File: src/rtl/testing_cpu_mul_seq.sv
// testing_cpu_mul_seq: two-pass multiply sequencer in front of the CPU multiply cell.
// The cell alone leaves out the a_lo*b_hi cross term. This block runs the cell twice
// and adds the two passes to form (a*b) mod 2^32.
// Optional feature macro: TESTING_CPU_MUL_SEQ_FLUSH_EN adds a synchronous flush/abort input.
module testing_cpu_mul_seq (
  input  logic        clk,
  input  logic        reset_n,
  input  logic        start,
  input  logic [31:0] src1,
  input  logic [31:0] src2,
  output logic        busy,
  output logic        done,
  output logic [31:0] result,
  output logic [31:0] M_mul_src1,
  output logic [31:0] M_mul_src2,
  input  logic [31:0] M_mul_cell_result
`ifdef TESTING_CPU_MUL_SEQ_FLUSH_EN
  ,
  input  logic        flush
`endif
);

  typedef enum logic [1:0] {
    IDLE  = 2'd0,
    PASS1 = 2'd1,
    PASS2 = 2'd2,
    SUM   = 2'd3
  } state_t;

  state_t      state_reg, state_next;
  logic [31:0] a_reg, a_next;          // multiplicand, becomes pass-2 operand 2
  logic [15:0] b_hi_reg, b_hi_next;    // only the upper half of b is needed after pass 1 is issued
  logic [31:0] src1_reg, src1_next;
  logic [31:0] src2_reg, src2_next;
  logic [31:0] partial_reg, partial_next;
  logic [31:0] result_reg, result_next;
  logic        done_reg, done_next;

  // State and datapath registers; everything clears on reset, including a request in flight.
  always_ff @(posedge clk or negedge reset_n) begin
    if (!reset_n) begin
      state_reg   <= IDLE;
      a_reg       <= 32'd0;
      b_hi_reg    <= 16'd0;
      src1_reg    <= 32'd0;
      src2_reg    <= 32'd0;
      partial_reg <= 32'd0;
      result_reg  <= 32'd0;
      done_reg    <= 1'b0;
    end else begin
      state_reg   <= state_next;
      a_reg       <= a_next;
      b_hi_reg    <= b_hi_next;
      src1_reg    <= src1_next;
      src2_reg    <= src2_next;
      partial_reg <= partial_next;
      result_reg  <= result_next;
      done_reg    <= done_next;
    end
  end

  // Next-state and datapath control; every register holds unless its state updates it.
  always_comb begin
    state_next   = state_reg;
    a_next       = a_reg;
    b_hi_next    = b_hi_reg;
    src1_next    = src1_reg;
    src2_next    = src2_reg;
    partial_next = partial_reg;
    result_next  = result_reg;
    done_next    = 1'b0;

    case (state_reg)
      IDLE: begin
        if (start) begin
          a_next     = src1;
          b_hi_next  = src2[31:16];
          src1_next  = src1;
          src2_next  = src2;
          state_next = PASS1;
        end
      end
      PASS1: begin
        // Second pass puts b_hi into the cell's x_hi slot so the cell returns (b_hi*a_lo)<<16.
        src1_next  = {b_hi_reg, 16'h0000};
        src2_next  = a_reg;
        state_next = PASS2;
      end
      PASS2: begin
        // The cell output now reflects the pass-1 operands.
        partial_next = M_mul_cell_result;
        state_next   = SUM;
      end
      SUM: begin
        result_next = partial_reg + M_mul_cell_result;
        done_next   = 1'b1;
        state_next  = IDLE;
      end
      default: state_next = IDLE;
    endcase

`ifdef TESTING_CPU_MUL_SEQ_FLUSH_EN
    // Flush wins over everything, including a start in IDLE: no state other than the FSM moves.
    if (flush) begin
      state_next   = IDLE;
      a_next       = a_reg;
      b_hi_next    = b_hi_reg;
      src1_next    = src1_reg;
      src2_next    = src2_reg;
      partial_next = partial_reg;
      result_next  = result_reg;
      done_next    = 1'b0;
    end
`endif
  end

  assign busy       = (state_reg != IDLE);
  assign done       = done_reg;
  assign result     = result_reg;
  assign M_mul_src1 = src1_reg;
  assign M_mul_src2 = src2_reg;

endmodule

File: config.mk
export PLATFORM = sky130hd
export DESIGN_NAME = testing_cpu_mul_seq
export DESIGN_NICKNAME = d
export VERILOG_FILES = /design/src/rtl/testing_cpu_mul_seq.sv
export SDC_FILE = /design/constraint.sdc
export NUM_CORES = 1
export LEC_CHECK = 0
export BUFFER_PORTS_ARGS = -buffer_cell sky130_fd_sc_hd__buf_2
export CORE_ASPECT_RATIO = 0.8
export CORE_MARGIN = 3
export CORE_UTILIZATION = 59
export DETAILED_ROUTE_END_ITERATION = 8
export GPL_TIMING_DRIVEN = 0
export PLACE_DENSITY = 0.86
export RECOVER_POWER = 100
export SLEW_MARGIN = 20
export SYNTH_ARGS = -nofsm -noshare
export SYNTH_HDL_FRONTEND = slang
export SYNTH_SLANG_ARGS = --single-unit
File: constraint.sdc
create_clock -name clk -period 6 [get_ports clk]
set_input_delay 1.2 -clock clk [delete_from_list [all_inputs] [get_ports clk]]
set_output_delay 1.2 -clock clk [all_outputs]
set_load 0.005 [all_outputs]
==> results.py <==
metrics = {
    "worst_hold_path": {
        "hp-class": "reg -> reg",
    },
    "clocking": {
        "clkLatencyLatePin_ns": 0.42,
        "root_buffer": "clkbuf_16",
        "cts_tree": "yes",
        "cts.reportedPaths.clkPinSlew_ns": 0.06,
        "cts_post_setup_buffers_inserted": 0,
        "cts_resized": 0,
        "htree_levels": 4,
        "max-clock-path-buffers": 2,
        "cts_buffers": 17,
        "cts.sinks": 179,
        "cts_hold_buf": 0,
    },
    "cells_and_area": {
        "fillCellCount": 1048,
        "drive_gt1_frac": 0.238,
        "syn_to_final_growth_pct": 19.2,
        "final_nets": 1172,
    },
    "floorplanning": {
        "io_pins": 197,
        "die_area_um2": 16700,
        "row_count": 39,
        "die_w_um": 144,
        "core_area_um2": 14600,
        "dieHeight_um": 116,
        "start_util": 0.615,
    },
    "global_route": {
        "busiest_layer": "met2",
        "gr-usage-met1": 0.407,
        "grtUsageMet3": 0.0594,
        "grt_overflow": 0,
        "grt_pass1_vias": 7143,
        "grt_pass1_wl_um": 36700,
        "grt_max_degree": 91,
        "met2_usage": 0.429,
        "grt_antenna_before_repair": 1,
        "track_usage": 0.280,
    },
    "critical_path": {
        "crit_required_ns": 6.31,
        "crit_slowest_cell": "a221oi_1",
        "critPathTopFamily": "compound AO/OA/AOI/OAI gates",
        "critPathLaunchType": "input port",
        "worst-path-buf-inv": 1,
        "path_max_fanout": 5,
        "crit_arrival_ns": 4.49,
        "worstSetupPathType": "in -> reg",
        "slowest_delay_ns": 0.60,
        "end_kind": "flop",
        "crit_chain": "clkbuf_1 > ha_1 > fa_1 > a21o_1 > a221oi_1 > o22ai_1 > o31ai_1 > a31oi_1 > o211a_1 > a211o_1",
    },
    "timing": {
        "rsz0062_at_grt": "no",
        "post-route-min-period_ns": 4.19,
        "finalSetupViolations": 0,
        "timing.slew.headroom": -0.428,
        "fin_crit_sh": 0.698,
        "hold_viol_final": 0,
        "worst_pin_slew_ns": 2.14,
        "finClkSkew_ns": 0.00966,
        "fin_setup_tns_ns": 0,
        "slew_violations": 91,
        "max_freq_mhz": 239,
    },
    "yosys": {
        "synthArstFlopShare": 1.00,
        "avgSynthCellArea_um2": 10.9,
        "yosysSeqAreaShare": 0.499,
        "synth.area.top_cells": "dfrtp_1, mux2_2, mux2i_1",
        "yosys_most_used_dff": "dfrtp_1",
        "synth.distinct_cells": 56,
        "synth_commonest_cells": "dfrtp_1, nand2_1, mux2_2",
        "netlist_area_um2": 8970,
        "syn_inst": 821,
        "yosys.area.top_type": "dfrtp_1",
        "synth_edf_count": 0,
        "synth_fp_nets": 956,
        "synth_seq_cells": 179,
        "ys_warn_count": 0,
        "yosys.area.top_type_share": 0.499,
        "yosysMostFrequentCell": "dfrtp_1",
    },
    "power_and_ir_drop": {
        "leakage_nw": 4.85,
        "power_mw": 6.25,
        "ir_drop_mv": 0.306,
        "power_density_nw_per_um2": 584,
    },
    "placed_design": {
        "gp_congestion": 0.885,
        "port-buffer-count": 196,
        "hpwl_um": 16800,
    },
    "flow_run": {
        "maxCapViolCount": 1,
    },
    "drt": {
        "drt_iter0_drc": 680,
        "vias": 7270,
        "wl_um": 23300,
        "drt_first_pass_iters": 5,
        "wire_per_inst_um": 18.9,
        "post_drt_via_cell_ratio": 5.89,
        "final_antenna_net_count": 0,
        "drc_errors": 0,
    },
    "status": {
        "violations": "max-capacitance violations, max-slew violations",
        "status": "finished with violations",
    },
}
==> report_power, final <==
| group | switching [mW] | internal (mW) | total [mW] |
|---|---|---|---|
| sequential | 0.335 | 1.81 | 2.14 |
| clock | 0.487 | 0.688 | 1.18 |
| combinational | 1.64 | 1.28 | 2.93 |
==> path summary, 6_finish.rpt <==
kind	startpoint	to	slack (ns)	depth (start not counted)
setup reg to reg	partial_reg[0]	result[30]	2.33	9
setup / recovery	M_mul_cell_result[0]	result[30]	1.81	10
max in group asynchronous	reset_n	b_hi_reg[8]	2.70	2
hold reg to reg	M_mul_src2[5]	M_mul_src2[5]	0.48	2
hold / removal	M_mul_src2[5]	M_mul_src2[5]	0.48	2
min in group asynchronous	reset_n	result[7]	0.78	1
==> worst min-delay path, delay by kind of cell (launching register included) <==
kind,cells,cell delay (ns)
flops,1,0.34
simple gates,1,0.05
compound gates,1,0.06
==> logic make-up after synthesis <==
group                      count (synthesis)  synth area share
DFF                                      179             0.499
adders and majority gates                 36            0.0511
AOI/OAI and AO/OA                        192             0.130
xor gates and xnor gates                  21            0.0205
and+or+nand+nor                          189            0.0953
muxes                                    149             0.180
buffers and inverters                     55            0.0233
==> metrics by stage <==
step	util	worst slack (ns)	hold slack (ns)	std cells	cell area [µm²]
2_1_floorplan	-	2.55	0.464	821	8970
3_3_place_gp	0.698	0.849	0.457	1201	10200
3_5_place_dp	0.700	2.13	0.468	1202	10200
4_1_cts	0.743	2.55	0.483	1234	10800
5_1_grt	0.733	1.62	0.509	1235	10700
6_report	0.733	1.81	0.479	1235	10700
==> metal layers <==
layer / share of wire / up-vias / routed length [µm]
met5: 0 / - / 0
met4: 0.018 / 0 / 422
met3: 0.069 / 37 / 1600
met2: 0.47 / 295 / 10800
met1: 0.45 / 3587 / 10400
li1: - / 3351 / -
==> layout make-up <==
class / instances / area (µm²) / area share
Timing Repair Buffer: 197 / 907 / 0.0849
Antenna cell: 1 / 2.50 / 0.000234
Clock buffer: 20 / 457 / 0.0427
Multi-Input combinational cell: 587 / 4240 / 0.396
Inverter: 12 / 45.0 / 0.00421
Tap cell: 184 / 230 / 0.0215
Buffer: 43 / 163 / 0.0152
Sequential cell: 179 / 4480 / 0.419
Clock inverter: 12 / 170 / 0.0159
==> cell usage in the layout (no fill, tap or decap), types with 8 or more instances in the layout <==
cell       instances
dfrtp_1          179
buf_2            125
clkbuf_1         112
nand2_1           96
mux2_2            91
o21ai_0           78
a21oi_1           55
mux2i_1           48
ha_1              35
nor2_1            33
nor2b_1           20
clkbuf_16         17
a21o_1            12
xnor2_1           12
inv_1             11
mux2_1            10
xor2_1             9
nand4_1            8
No activity file was read; power rests on OpenSTA's default activity.
